`config.mk`:
```
export PLATFORM = sky130hd
export DESIGN_NAME = prg_upload
export DESIGN_NICKNAME = d
export VERILOG_FILES = /design/src/rtl/c64_io_pkg.sv /design/src/rtl/sdram_slot_reader.sv /design/src/rtl/prg_upload.sv
export SDC_FILE = /design/constraint.sdc
export NUM_CORES = 1
export LEC_CHECK = 0
export BUFFER_PORTS_ARGS = -buffer_cell sky130_fd_sc_hd__buf_2
export CORE_AREA = 2 2 109 111
export CTS_CLUSTER_SIZE = 30
export DETAILED_ROUTE_END_ITERATION = 10
export DIE_AREA = 0 0 111 113
export GPL_TIMING_DRIVEN = 0
export HOLD_SLACK_MARGIN = 0.03
export PLACE_DENSITY_LB_ADDON = 0.25
export SYNTH_ARGS = -nofsm -noshare
export SYNTH_HDL_FRONTEND = slang
export SYNTH_HIERARCHICAL = 1
export SYNTH_SLANG_ARGS = --single-unit
```
`constraint.sdc`:
```
create_clock -name clk32 -period 5 [get_ports clk32]
set_input_delay 0.75 -clock clk32 [delete_from_list [all_inputs] [get_ports clk32]]
set_output_delay 0.75 -clock clk32 [all_outputs]
set_load 0.02 [all_outputs]
```
`src/rtl/c64_io_pkg.sv`:
```
// Shared constants and types for the C64 ioctl download/upload paths.
// Both the PRG loader and the PRG uploader import this package.
package c64_io_pkg;

    localparam logic [3:0]  IEC_SLOT_CES = 4'b1011;
    localparam int unsigned PRG_HDR_LEN  = 2;

    localparam logic [7:0] IOCTL_IDX_ROM    = 8'd0;
    localparam logic [7:0] IOCTL_IDX_PRG    = 8'd2;
    localparam logic [7:0] IOCTL_IDX_CRT    = 8'd3;
    localparam logic [7:0] IOCTL_IDX_UPLOAD = 8'd4;

    typedef enum logic [2:0] {
        IDLE,
        PREFETCH,
        FETCH,
        READY,
        DONE
    } upload_state_t;

    // C64 address space is 64K; offsets wrap FFFF -> 0000.
    function automatic logic [15:0] c64_addr(input logic [15:0] base,
                                             input logic [15:0] offset);
        return base + offset;
    endfunction

endpackage

```
`src/rtl/sdram_slot_reader.sv`:
```
// Issues a single SDRAM read inside the spare IEC slot and strobes the data
// out when the slot ends. A request that has begun is always held to slot end.
module sdram_slot_reader #(
    parameter logic [24:0] RAM_BASE = 25'h0000000
) (
    input  logic        clk32,
    input  logic        reset,
    input  logic        slot,
    input  logic        req,
    input  logic [15:0] addr,
    input  logic [7:0]  ram_din,
    output logic        ram_ce,
    output logic [24:0] ram_addr,
    output logic        launch,
    output logic        cap_valid,
    output logic [7:0]  cap_data
);

    logic        slot_d_reg;
    logic        active_reg;
    logic [24:0] addr_reg;
    logic [7:0]  data_reg;

    // Launch on the first cycle of a slot so ram_ce covers the whole slot.
    assign launch    = req && slot && !slot_d_reg && !active_reg;
    assign ram_ce    = slot && (active_reg || launch);
    assign ram_addr  = launch ? (RAM_BASE + {9'b0, addr}) : addr_reg;
    assign cap_valid = active_reg && !slot;
    assign cap_data  = data_reg;

    always_ff @(posedge clk32 or posedge reset) begin
        if (reset) begin
            slot_d_reg <= 1'b0;
            active_reg <= 1'b0;
            addr_reg   <= 25'd0;
            data_reg   <= 8'd0;
        end else begin
            slot_d_reg <= slot;
            if (launch) begin
                active_reg <= 1'b1;
                addr_reg   <= RAM_BASE + {9'b0, addr};
            end else if (cap_valid) begin
                active_reg <= 1'b0;
            end
            // The last sample taken while ram_ce is high is the valid one.
            if (ram_ce) begin
                data_reg <= ram_din;
            end
        end
    end

endmodule

```
`src/rtl/prg_upload.sv`:
```
// Streams a C64 RAM region to the HPS as a .PRG file: 2-byte load address
// header, then the RAM bytes, fetched one at a time in the spare IEC slot.
module prg_upload
    import c64_io_pkg::*;
#(
    parameter logic [24:0] RAM_BASE     = 25'h0000000,
    parameter logic [7:0]  UPLOAD_INDEX = IOCTL_IDX_UPLOAD
) (
    input  logic        clk32,
    input  logic        reset,
    input  logic [15:0] start_addr,
    input  logic [15:0] end_addr,
    input  logic        ioctl_upload,
    input  logic [7:0]  ioctl_index,
    input  logic        ioctl_rd,
    input  logic [24:0] ioctl_addr,
    output logic [7:0]  ioctl_din,
    output logic        ioctl_wait,
    input  logic        slot,
    output logic        ram_ce,
    output logic [24:0] ram_addr,
    input  logic [7:0]  ram_din,
    output logic        busy
);

    upload_state_t state_reg, state_next;
    logic [15:0] start_reg, start_next;
    logic [15:0] len_reg, len_next;
    logic [15:0] offset_reg, offset_next;
    logic [7:0]  buf_reg, buf_next;
    logic        buf_full_reg, buf_full_next;
    logic        past_end_reg, past_end_next;
    logic        pending_reg, pending_next;
    logic [7:0]  din_reg, din_next;
    logic        wait_reg, wait_next;
    logic        sess_d_reg;

    logic        sess;
    logic        hdr_rd;
    logic        data_rd;
    logic        past_end_eff;
    logic        req;
    logic        launch;
    logic        cap_valid;
    logic [7:0]  cap_data;
    logic [15:0] fetch_addr;

    assign sess       = ioctl_upload && (ioctl_index == UPLOAD_INDEX);
    assign hdr_rd     = ioctl_rd && (ioctl_addr < 25'(PRG_HDR_LEN));
    assign data_rd    = ioctl_rd && !hdr_rd;
    assign fetch_addr = c64_addr(start_reg, offset_reg);
    // A zero-length file is past-end before its PREFETCH cycle is over.
    assign past_end_eff = past_end_reg || (state_reg == PREFETCH && len_reg == 16'd0);

    assign ioctl_din  = din_reg;
    assign ioctl_wait = wait_reg;
    assign busy       = (state_reg != IDLE);

    sdram_slot_reader #(
        .RAM_BASE (RAM_BASE)
    ) u_reader (
        .clk32     (clk32),
        .reset     (reset),
        .slot      (slot),
        .req       (req),
        .addr      (fetch_addr),
        .ram_din   (ram_din),
        .ram_ce    (ram_ce),
        .ram_addr  (ram_addr),
        .launch    (launch),
        .cap_valid (cap_valid),
        .cap_data  (cap_data)
    );

    always_ff @(posedge clk32 or posedge reset) begin
        if (reset) begin
            state_reg    <= IDLE;
            start_reg    <= 16'd0;
            len_reg      <= 16'd0;
            offset_reg   <= 16'd0;
            buf_reg      <= 8'd0;
            buf_full_reg <= 1'b0;
            past_end_reg <= 1'b0;
            pending_reg  <= 1'b0;
            din_reg      <= 8'd0;
            wait_reg     <= 1'b0;
            sess_d_reg   <= 1'b0;
        end else begin
            state_reg    <= state_next;
            start_reg    <= start_next;
            len_reg      <= len_next;
            offset_reg   <= offset_next;
            buf_reg      <= buf_next;
            buf_full_reg <= buf_full_next;
            past_end_reg <= past_end_next;
            pending_reg  <= pending_next;
            din_reg      <= din_next;
            wait_reg     <= wait_next;
            sess_d_reg   <= sess;
        end
    end

    always_comb begin
        state_next    = state_reg;
        start_next    = start_reg;
        len_next      = len_reg;
        offset_next   = offset_reg;
        buf_next      = buf_reg;
        buf_full_next = buf_full_reg;
        past_end_next = past_end_reg;
        pending_next  = pending_reg;
        din_next      = din_reg;
        wait_next     = wait_reg;
        req           = 1'b0;

        case (state_reg)
            IDLE: begin
                wait_next    = 1'b0;
                pending_next = 1'b0;
                if (sess && !sess_d_reg) begin
                    start_next    = start_addr;
                    len_next      = end_addr - start_addr;
                    offset_next   = 16'd0;
                    buf_full_next = 1'b0;
                    past_end_next = 1'b0;
                    state_next    = PREFETCH;
                end
            end

            PREFETCH, FETCH, READY: begin
                if (hdr_rd) begin
                    din_next = ioctl_addr[0] ? start_reg[15:8] : start_reg[7:0];
                end

                if (state_reg == PREFETCH) begin
                    if (len_reg == 16'd0) begin
                        past_end_next = 1'b1;
                        state_next    = READY;
                    end else begin
                        req = 1'b1;
                        if (launch) begin
                            state_next = FETCH;
                        end
                    end
                end

                if (state_reg == FETCH && cap_valid) begin
                    offset_next = offset_reg + 16'd1;
                    if (pending_reg || data_rd) begin
                        // Waiting reader gets the byte straight off the slot.
                        din_next     = cap_data;
                        wait_next    = 1'b0;
                        pending_next = 1'b0;
                        if ((offset_reg + 16'd1) < len_reg) begin
                            state_next = PREFETCH;
                        end else begin
                            past_end_next = 1'b1;
                            state_next    = READY;
                        end
                    end else begin
                        buf_next      = cap_data;
                        buf_full_next = 1'b1;
                        state_next    = READY;
                    end
                end else if (data_rd) begin
                    if (buf_full_reg) begin
                        din_next      = buf_reg;
                        buf_full_next = 1'b0;
                        if (offset_reg < len_reg) begin
                            state_next = PREFETCH;
                        end else begin
                            past_end_next = 1'b1;
                        end
                    end else if (past_end_eff) begin
                        din_next = 8'h00;
                    end else begin
                        pending_next = 1'b1;
                        wait_next    = 1'b1;
                    end
                end

                // Session end wins; any slot already in flight is finished by the reader.
                if (!sess) begin
                    state_next   = DONE;
                    wait_next    = 1'b0;
                    pending_next = 1'b0;
                end
            end

            DONE: begin
                wait_next    = 1'b0;
                pending_next = 1'b0;
                state_next   = IDLE;
            end

            default: begin
                state_next = IDLE;
            end
        endcase
    end

endmodule
```
== After elaboration in Yosys (flattened, before gate mapping) ==
Cells that the tools add are included.
W data, S select, Z words.

* Register bits: 106
* Latch bits: 0
* Bits in writable memories: 0
* ROM bits: 0
* Output and inout bits: 36
* Logic and storage cells: 116
* Memories: 0

* $add $sub $neg: 3
* Multipliers: 0
* Div/mod/pow operators: 0
* Magnitude comparators: 3
* Equality and inequality tests: 13
* Shifts and indexed selects: 0
* Multiplexer cells: 49
* Bitwise gates (word level): 1
* Reduce and logical (&&, ||, !) cells: 33

{| class="wikitable"
|+ Operators by type and width
! cell !! count
|-
| $mux W8 || 7
|-
| $lt A16 B16 Y1 || 2
|-
| $mux W16 || 2
|-
| $pmux W16 S2 || 1
|-
| $mux W3 || 10
|-
| $lt A25 B2 Y1 const B || 1
|-
| $mux W25 || 1
|-
| $mux W1 || 23
|-
| $add A16 B1 Y16 const B || 1
|-
| $add A16 B16 Y16 || 1
|-
| $logic_not A16 Y1 || 1
|-
| $ne A4 B4 Y1 const B || 4
|-
| $sub A16 B16 Y16 || 1
|-
| $logic_and A1 B1 Y1 || 11
|-
| $eq A8 B3 Y1 const B || 1
|-
| $eq A3 B2 Y1 const B || 2
|-
| $ne A3 B3 Y1 const B || 2
|-
| $pmux W1 S2 || 3
|-
| $pmux W3 S2 || 1
|-
| $reduce_and A3 Y1 || 2
|-
| $reduce_bool A2 Y1 || 3
|-
| $logic_not A1 Y1 || 5
|-
| $reduce_and A5 Y1 || 1
|-
| $ne A2 B2 Y1 const B || 2
|-
| 11 further kinds || 14
|}

== Depth between registers and ports, before layout ==
Gate-level depths: netlist of run 1.

* Depth after elaboration: 16
* Depth in mapped cells: 13

== Cells and area by module ==
Netlist of run 1, hierarchy kept.

{| class="wikitable"
|+ Modules (own cells, without submodules)
! module !! times used !! cells each !! area each (um^2)
|-
| prg_upload || 1 || 655 || 5556.6
|-
| sdram_slot_reader || 1 || 78 || 1325.0
|}

== Worst setup path after synthesis of run 1 ==
OpenSTA, ideal clock, no wires.

* Path kind: register to output
* Start: register offset_reg[0]
* End: output port ram_addr[14]
* Arrival: 2385 ps
* Required time: 4250 ps
* Slack: 1865 ps
* Stages on the path, launching flop included: 11
* Buffers on the path: 0
* Cell sequence: dfrtp_1 -> ha_1 -> inv_1 -> fa_1 -> nor2b_1 -> o31a_1 -> o21a_1 -> a2111oi_2 -> mux2i_1 -> nand2_1 -> mux2_4

* Longest elaborated chain between the ends: 2

{| class="wikitable"
|+ Ends and longest elaborated chain
! item !! line !! text
|-
| start: declaration || prg_upload.sv:29 || <nowiki>logic [15:0] offset_reg, offset_next;</nowiki>
|-
| start signal: assignment || prg_upload.sv:92 || <nowiki>offset_reg <= offset_next;</nowiki>
|-
| $add A16 B16 Y16 || c64_io_pkg.sv:24 || <nowiki>return base + offset;</nowiki>
|-
| net fetch_addr[14] || prg_upload.sv:46 || <nowiki>logic [15:0] fetch_addr;</nowiki>
|-
| $mux W25 || - ||
|-
| end: declaration || prg_upload.sv:21 || <nowiki>output logic [24:0] ram_addr,</nowiki>
|}

The timed path passes the listed nets, and every way through them passes these cells.

== Worst setup path after layout of run 1 ==
Same ends and word-level chain as after synthesis.

==> impl_metrics.py, run 1 <==
metrics = {
    "critical_path": {
        "r2r_start": "offset_reg[0]",
        "path_max_fanout": 8,
        "end_kind": "primary output",
        "critPathSlowestCell": "dfrtp_1",
        "critPathBufInv": 2,
        "max_stage_delay_ps": 480,
        "rr_endpoint": "state_reg[1]",
        "r2r_slack_ps": 1900,
        "crit_arrival_ps": 3170,
        "cpLargestDelayFamily": "compound AO/OA/AOI/OAI gates",
        "required_ps": 4250,
        "start_kind": "flip-flop",
        "worstPathCellList": "ha_1, inv_1, fa_1, nor2b_1, o31a_1, o21a_1, a2111oi_2, mux2i_1, nand2_1, mux2_4, buf_2",
        "r2r_cells": 12,
        "crit_type": "reg -> out",
    },
    "synth": {
        "synth_top_cells_by_area": "dfrtp_1 (39%), ha_1 (11%), o21ai_0 (5.8%)",
        "async_flop_share": 1.000,
        "post_synth.cell_area_avg_um2": 9.388,
        "netlist_area_um2": 6882,
        "synth_edf_count": 0,
        "synth_cells": 733,
        "yosysSeqAreaShare": 0.3855,
        "synth_top_area_cell": "dfrtp_1",
        "syn-num-nets": 874,
        "ys_ff_latch": 106,
        "dominantRegCellSynth": "dfrtp_1",
        "yosysUniqueCellTypes": 67,
        "synth_top_area_frac": 0.3855,
        "yosys_warnings": 6,
    },
    "global_routing": {
        "antenna_found_initial": 0,
        "grt_pass1_wl_um": 29390,
        "first_global_vias": 6025,
        "grt_use_total": 0.2913,
        "grt_max_degree": 72,
        "grt.overflow.total": 0,
    },
    "sta": {
        "fin_worst_skew_ps": 9.543,
        "final_max_slew_viol_count": 0,
        "hold_viol_final": 0,
        "timing.fmax_ghz": 0.2549,
        "tightest_slew_ps": 1065,
        "relSlewSlack": 0.2899,
        "setup_viol": 0,
        "min_period_ps": 3924,
        "tns_ps": 0,
        "grt_setup_unrepaired": "false",
        "finalCritPeriodShare": 0.7848,
    },
    "hold_path": {
        "min-delay-start": "u_reader/addr_reg[3]",
        "hp-class": "reg -> reg",
        "hold_depth": 1,
        "holdPathEnd": "u_reader/addr_reg[3]",
    },
    "detailed_routing": {
        "viasPerCell": 5.932,
        "vias": 5956,
        "drtIter0Drc": 419,
        "drt-pass1-iter-count": 5,
        "drtAntennaViolNets": 0,
        "drc": 0,
        "wl_per_cell_um": 17.74,
        "postRouteWirelength_um": 17810,
    },
    "place": {
        "gp_congestion": 0.9025,
        "dp_cells": 988,
        "place_hpwl_um": 13730,
        "portBuffers": 112,
    },
    "outcome": {
        "status": "complete, no violations",
    },
    "clocking": {
        "cts_max_level": 3,
        "cts_buffers": 9,
        "path_clk_slew_ps": 70,
        "cts_tree": "done",
        "cts-root-buf": "clkbuf_16",
        "cts_hold_buf": 0,
        "cts_resized": 0,
        "post_cts_buffers": 0,
        "cts.sinks": 106,
        "cts_buffer_depth": 2,
        "clk_latency_ps": 360,
    },
    "power": {
        "leakagePower_nw": 4.104,
        "cellPowerDensity_nw_per_um2": 239.2,
        "ir_worst_vdd_v": 0.0001958,
        "power.total_mw": 1.902,
    },
    "die": {
        "core_area_um2": 11270,
        "rows": 39,
        "io_pins": 114,
        "die_area_um2": 12540,
        "start_util": 0.6105,
        "die_w_um": 111,
        "die_h_um": 113,
    },
    "layout": {
        "largest_register_ffs": 25,
        "final_nets": 997,
        "area_growth_pct": 15.55,
        "layout.cells.most_common_list": "buf_2 (115), dfrtp_1 (106), nand2_1 (87)",
        "antenna_cells": 0,
        "drive_gt1_frac": 0.2125,
        "fin_cells": 1004,
        "final_common_cell": "buf_2",
        "fin_util": 0.7054,
    },
    "flow_run": {
        "drv_cap": 0,
    },
}
[Yosys cell counts (4+ instances only)]
library cell and number:
o31ai_1 7, a211oi_1 4, inv_1 49, o211ai_1 6, a22o_1 4, nor3_1 11, mux2_2 22, xnor2_1 21
ha_1 61, nor2b_1 17, or3_1 4, clkbuf_1 14, a21oi_1 27, o21ai_0 80, nand2_1 87, and3_1 10
nor4_1 12, a222oi_1 8, nand4_1 6, mux2i_1 9, nand2b_1 4, a21o_1 7, o21a_1 9, nor2_1 41
a31oi_1 6, nand3_1 18, dfrtp_1 106, mux2_4 10, xor2_1 14, and2_1 4
[kinds of logic after synthesis]
family / share of synthesized area
simple gates: 0.1704
compound gates: 0.1693
flops: 0.3855
buf+inv: 0.04273
fa+ha+maj: 0.1167
mux: 0.07091
xor+xnor: 0.04455
[report_power, final]
group,total [mW],switching (mW),internal (mW)
Clock,0.784,0.330,0.454
Combinational,0.227,0.132,0.0950
Sequential,0.891,0.0189,0.872
[metal layers]
metal,share of wire,track usage
met5,0,0
met4,0.034,0.1308
met3,0.041,0.02999
met2,0.49,0.5031
met1,0.44,0.3741
[per-stage QoR]
stage,hold WS (ps),cell area [um2],setup slack (ps)
after floorplan,468.6,6882,1865
after global placement,480.2,7621,1561
after detailed placement,477.4,7624,1463
after CTS,501.2,7951,1061
after global routing,510.8,7951,897.2
final,498.7,7951,1076
[layout make-up]
| type | count | area (um2) |
|---|---|---|
| clock inverter | 6 | 88.84 |
| multi-input combinational | 558 | 3935 |
| inverter | 49 | 186.4 |
| fill | 846 | 3321 |
| sequential | 106 | 2653 |
| clock buffer | 10 | 239.0 |
| timing repair buffer | 112 | 560.5 |
| buffer | 20 | 110.1 |
| tap | 143 | 178.9 |
[how the worst max path moves through the flow]
stage          cells past startpoint           end           from
2_1_floorplan                     10  ram_addr[14]  offset_reg[0]
3_3_place_gp                      11  ram_addr[14]  offset_reg[0]
3_5_place_dp                      11  ram_addr[14]  offset_reg[0]
4_1_cts                           11  ram_addr[14]  offset_reg[0]
5_1_grt                           11  ram_addr[14]  offset_reg[0]
6_report                          11  ram_addr[14]  offset_reg[0]
Note: power is estimated with default switching activity, not from simulation.
==> run 2: changes to the inputs <==
ABC_AREA = 1   (was unset)
CORE_AREA = 2 2 121 123   (was 2 2 109 111)
DIE_AREA = 0 0 123 125   (was 0 0 111 113)
clock period = 3.4 ns   (was 5 ns; I/O delays follow)
==> run 2 against run 1 <==
  * Worst setup slack worse by 750 ps
  * Die area rose by 23%
  * First-iteration DRC count is 6.9% lower
  * Critical path depth shrank 2
  * Final area rose by 4.2%
  * Synthesized area grew 3.8%
  * Via count increased by 9.3%
  * Clock power up 39%
  * Wire length decreased by 1.9%
  * Critical endpoint is now ram_addr[18]
  * Largest power group unchanged
==> impl_metrics.py, run 2 <==
metrics = {
    "sta": {
        "hold_ws_ps": 133.4,
        "setup_viol": 0,
        "relSlewSlack": 0.4166,
        "tns_ps": 0,
        "timing.fmax_ghz": 0.3251,
        "min_period_ps": 3076,
        "fin_ws_ps": 323.8,
        "tightest_slew_ps": 875.1,
        "final_max_slew_viol_count": 0,
        "hold_viol_final": 0,
        "grt_setup_unrepaired": "false",
        "fin_worst_skew_ps": 11.44,
        "finalCritPeriodShare": 0.9048,
    },
    "synth": {
        "yosysUniqueCellTypes": 47,
        "synth_edf_count": 0,
        "ys_ff_latch": 106,
        "yosys_warnings": 6,
        "synth_top_area_frac": 0.3715,
        "yosysSeqAreaShare": 0.3715,
        "netlist_area_um2": 7141,
        "post_synth.cell_area_avg_um2": 7.485,
        "synth_most_common_cell": "nand2_1",
        "syn-num-nets": 1095,
        "async_flop_share": 1.000,
        "synth_commonest_cells": "nand2_1 (285), inv_1 (107), dfrtp_1 (106)",
        "synth_top_cells_by_area": "dfrtp_1 (37%), nand2_1 (15%), ha_1 (11%)",
        "dominantRegCellSynth": "dfrtp_1",
        "synth_cells": 954,
        "synth_top_area_cell": "dfrtp_1",
    },
    "clocking": {
        "cts.sinks": 106,
        "cts_buffers": 9,
        "cts_max_level": 3,
        "cts-root-buf": "clkbuf_16",
        "cts_hold_buf": 0,
        "cts_resized": 0,
        "path_clk_slew_ps": 80,
        "cts_buffer_depth": 2,
        "post_cts_buffers": 0,
        "clk_latency_ps": 350,
        "cts_tree": "done",
    },
    "critical_path": {
        "r2r_cells": 18,
        "worst-path-stages": 9,
        "crit_arrival_ps": 2570,
        "crit_type": "reg -> out",
        "cp-startpoint": "state_reg[1]",
        "cpLargestDelayFamily": "simple AND/OR/NAND/NOR gates",
        "cp-endpoint": "ram_addr[18]",
        "path_max_fanout": 10,
        "max_stage_delay_ps": 520,
        "worstPathCellList": "nor3_1, a21boi_0, nand2_1, nor2_2, nand2_2, inv_4, buf_4, nor2_1, buf_2",
        "critPathBufInv": 3,
        "r2r_start": "offset_reg[1]",
        "critPathSlowestCell": "a21boi_0",
        "required_ps": 2890,
        "r2r_slack_ps": 490,
        "end_kind": "primary output",
        "rr_endpoint": "past_end_reg",
        "start_kind": "flip-flop",
    },
    "place": {
        "placed_area_um2": 7939,
        "gp_congestion": 0.9092,
        "portBuffers": 113,
        "place_hpwl_um": 13970,
        "dp_cells": 1251,
        "post-place-ws_ps": 558.5,
    },
    "layout": {
        "largest_register_ffs": 25,
        "final-seq-area_um2": 2653,
        "fin_area_um2": 8282,
        "fin_cells": 1268,
        "multiInputGateArea_um2": 3943,
        "drive_gt1_frac": 0.1559,
        "final_nets": 1220,
        "layout.cells.most_common_list": "nand2_1 (285), buf_2 (119), dfrtp_1 (106)",
        "area_growth_pct": 15.98,
        "final_common_cell": "nand2_1",
        "fill_cells": 1383,
        "antenna_cells": 0,
        "fin_util": 0.5831,
    },
    "detailed_routing": {
        "drtAntennaViolNets": 0,
        "drc": 0,
        "postRouteWirelength_um": 17470,
        "viasPerCell": 5.134,
        "vias": 6510,
        "wl_per_cell_um": 13.78,
        "drt-pass1-iter-count": 5,
        "drtIter0Drc": 390,
    },
    "global_routing": {
        "first_global_vias": 6113,
        "grt.overflow.total": 0,
        "grt_pass1_wl_um": 29320,
        "antenna_found_initial": 0,
        "grt_max_degree": 72,
        "grt_use_total": 0.2392,
    },
    "hold_path": {
        "hp-class": "in -> async",
    },
    "die": {
        "die_w_um": 123,
        "rows": 44,
        "die_h_um": 125,
        "core_area_um2": 14200,
        "die_area_um2": 15380,
        "start_util": 0.5027,
        "io_pins": 114,
    },
    "outcome": {
        "status": "complete, no violations",
    },
    "power": {
        "cellPowerDensity_nw_per_um2": 411.3,
        "ir_worst_vdd_v": 0.0002776,
        "power.total_mw": 3.407,
        "leakagePower_nw": 4.500,
    },
    "flow_run": {
        "drv_cap": 0,
    },
}
==> run 2: changes by cell type in the layout (fill, tap and decap cells not counted), sizes merged, moves of 9 or more <==
| cell | delta |
|---|---|
| nand2 | +199 |
| inv | +59 |
| nor2 | +49 |
| nand3 | +41 |
| a21oi | +37 |
| mux2 | -32 |
| o21ai | -28 |
| nor2b | -18 |
| nand4 | +12 |
| and3 | -10 |
| clkbuf | -10 |
| buf | +9 |
| xnor2 | -9 |
==> run 2: area by class of cell <==
type,count,area share
buffer,16,0.01375
tap,184,0.02780
multi-input combinational,719,0.4761
timing repair buffer,114,0.07161
clock inverter,5,0.007554
sequential,106,0.3203
inverter,113,0.05242
clock buffer,11,0.03052
==> run 2: worst min-delay path by stage <==
stage | slack, ps | to
after floorplan | 450 | buf_reg[3]
after detailed placement | 460 | u_reader/addr_reg[12]
final | 130 | u_reader/addr_reg[15]
after global placement | 450 | u_reader/addr_reg[12]
after global routing | 140 | u_reader/addr_reg[15]
after CTS | 300 | u_reader/slot_d_reg
==> run 2: power breakdown <==
group          switching (mW)  internal (mW)  total, mW
registers              0.0551           1.30       1.36
clock network           0.477          0.614       1.09
logic                   0.571          0.386      0.957
==> run 2: worst reg2reg max path, cell delays in order (launching register included) <==
cell and delay, ps:
dfrtp_1 460, ha_1 230, nand3_1 120, nor2_1 180, nand4_1 150, nor2_1 180, nand3_1 110, inv_1 110
nand3_1 90, and2_1 180, ha_1 270, nand2_1 120, o21ai_0 140, a21oi_1 130, nand2_1 120, nand2_1 80
nand2_1 50, nand2_1 50, nand2_1 50
==> run 2: cell families (layout without fill, tap and decap cells) <==
kind of cell,Yosys count,after routing,share of synthesized area
buffers and inverters,129,259,0.07640
AO/OA/AOI/OAI,139,139,0.1064
AND/OR/NAND/NOR,483,483,0.2909
adder cells (fa/ha/maj),63,63,0.1125
XOR/XNOR,30,30,0.03680
multiplexers,4,4,0.005607
flip-flops,106,106,0.3715
==> run 2: per-layer routing <==
metal / part of all wire / wire, um / track usage
met4: 0.020 / 351 / 0.07487
met3: 0.047 / 819 / 0.02920
met1: 0.48 / 8347 / 0.3380
met2: 0.46 / 7950 / 0.3832
met5: 0 / 0 / 0
==> run 3: changes to the inputs <==
CORE_AREA = 2 2 188 116   (was 2 2 121 123)
DIE_AREA = 0 0 190 118   (was 0 0 123 125)
==> run 3 against run 2 <==
  * Core utilization down 18 points
  * Clock skew shrank 1.4 ps
  * Clock-buffer cell count down 1
  * Clock power increased by 12%
  * Critical path depth up 2
  * Final area is 1.7% higher
  * Die area increased by 46%
  * Sequential cell count unchanged
  * Hold slack improved by 51 ps
  * Sequential power barely moved
  * Critical path type unchanged
==> impl_metrics.py, run 3 (synthesized netlist as in run 2, its figures left out) <==
metrics = {
    "sta": {
        "hold_viol_final": 0,
        "min_period_ps": 3107,
        "final_max_slew_viol_count": 0,
        "relSlewSlack": 0.4925,
        "grt_setup_unrepaired": "false",
        "timing.fmax_ghz": 0.3218,
        "setup_viol": 0,
        "finalCritPeriodShare": 0.9139,
        "tns_ps": 0,
        "fin_worst_skew_ps": 10.03,
        "tightest_slew_ps": 760.2,
    },
    "flow_run": {
        "drv_cap": 0,
    },
    "detailed_routing": {
        "vias": 6520,
        "viasPerCell": 4.787,
        "drt-pass1-iter-count": 5,
        "drc": 0,
        "drtIter0Drc": 552,
        "drtAntennaViolNets": 0,
        "postRouteWirelength_um": 19930,
        "wl_per_cell_um": 14.63,
    },
    "place": {
        "gp_congestion": 0.9118,
        "place_hpwl_um": 16250,
        "portBuffers": 113,
    },
    "critical_path": {
        "start_kind": "flip-flop",
        "required_ps": 2890,
        "end_kind": "primary output",
        "path_max_fanout": 10,
        "worstPathCellList": "nor2_1, nand2_1, nor2_1, a21boi_0, nand2_1, nor2_2, nand2_2, buf_2, nand2_1, nand2_1, buf_2",
        "crit_arrival_ps": 2600,
        "crit_type": "reg -> out",
        "critPathSlowestCell": "dfrtp_1",
        "path_common_cell": "nand2_1",
        "max_stage_delay_ps": 440,
    },
    "clocking": {
        "post_cts_buffers": 0,
        "cts_buffers": 9,
        "cts_tree": "done",
        "cts.sinks": 106,
        "cts_buffer_depth": 2,
        "clk_latency_ps": 360,
        "path_clk_slew_ps": 70,
        "cts-root-buf": "clkbuf_16",
        "cts_max_level": 3,
    },
    "global_routing": {
        "grt_pass1_wl_um": 32690,
        "grt_use_total": 0.1853,
        "grt.overflow.total": 0,
        "first_global_vias": 6095,
        "antenna_found_initial": 0,
        "grt_max_degree": 38,
    },
    "die": {
        "die_area_um2": 22420,
        "rows": 41,
        "io_pins": 114,
        "start_util": 0.3454,
        "die_h_um": 118,
        "core_area_um2": 20670,
        "die_w_um": 190,
    },
    "power": {
        "cellPowerDensity_nw_per_um2": 424.3,
        "ir_worst_vdd_v": 0.0002480,
        "leakagePower_nw": 4.515,
    },
    "layout": {
        "area_growth_pct": 17.93,
        "final_nets": 1220,
        "fin_util": 0.4073,
        "largest_register_ffs": 25,
        "drive_gt1_frac": 0.1570,
        "layout.cells.most_common_list": "nand2_1 (285), buf_2 (119), inv_1 (105), dfrtp_1 (105), nor2_1 (85)",
        "fill_cells": 2197,
        "final_common_cell": "nand2_1",
        "antenna_cells": 0,
    },
    "hold_path": {
        "hp-class": "in -> async",
    },
    "outcome": {
        "status": "complete, no violations",
    },
}
run 3: cell count changes in the layout (fill, tap and decap cells not counted), sizes merged:
| cell | previous run | this run |
|---|---|---|
| clkinvlp | 2 | 1 |
| clkbuf | 14 | 13 |
| bufinv | 1 | 3 |
| clkinv | 6 | 4 |
| inv | 109 | 110 |
run 3: per-layer routing:
metal  share of wire  wire (um)  track usage  vias up
li1                -          -            -     3360
met1            0.55      10970       0.3049     2952
met2            0.37       7435       0.2436      198
met3           0.071       1419      0.04234       10
met4          0.0051        102      0.02229        0
met5               0          0            0        -
run 3: path summary, 6_finish.rpt:
path                                       startpoint               endpoint  slack (ps)  cells after the start
worst max-delay path                       len_reg[0]            ram_addr[4]         290                     11
worst min-delay path                            reset          offset_reg[0]         180                      2
worst max register to register          offset_reg[0]           state_reg[1]         410                     16
worst min register to register  u_reader/addr_reg[14]  u_reader/addr_reg[14]         480                      2
max in group asynchronous                       reset   u_reader/cap_data[7]        2590                      2
min in group clk32                               slot    u_reader/slot_d_reg         320                      1
run 3: critical path: cells and delay by family, from the launching register on:
kind	cells	cell delay [ps]
DFF	1	440
AOI/OAI and AO/OA	1	260
and+or+nand+nor	8	1040
buffers and inverters	2	490
run 3: per-stage QoR:
| step | instances | hold slack (ps) | cell area, um2 | power, mW | setup slack (ps) |
|---|---|---|---|---|---|
| 6_report | 1362 | 184.7 | 8421 | 3.573 | 292.6 |
| 5_1_grt | 1362 | 219.8 | 8421 | 3.813 | 15.47 |
| 4_1_cts | 1362 | 191.1 | 8419 | 3.599 | 306.7 |
| 3_5_place_dp | 1347 | 459.8 | 8078 | 2.362 | 492.9 |
| 3_3_place_gp | 1346 | 457.3 | 8055 | 2.342 | 3.039 |
| 2_1_floorplan | 954 | 449.2 | 7141 | 2.092 | 988.3 |
run 3: where the power goes:
| group | total [mW] | internal [mW] | switching [mW] |
|---|---|---|---|
| clock | 1.22 | 0.736 | 0.489 |
| combinational | 0.993 | 0.387 | 0.607 |
| sequential | 1.36 | 1.30 | 0.0522 |
run 3: what timing repair did:
item,in CTS,in global routing
endpoints found under the setup margin,0,2
hold buffers,0,0
resized for setup,0,1
endpoints found under the hold margin,0,0
run 3: layout make-up:
type	count	area [um2]	area share
plain buffers	16	113.9	0.01352
clock buffers	10	239.0	0.02838
clock inverters	5	102.6	0.01218
inverters	113	434.2	0.05156
multi-input cells	719	3943	0.4682
flip-flops and latches	106	2654	0.3152
well taps	279	349.1	0.04146
repair buffers	114	585.6	0.06954
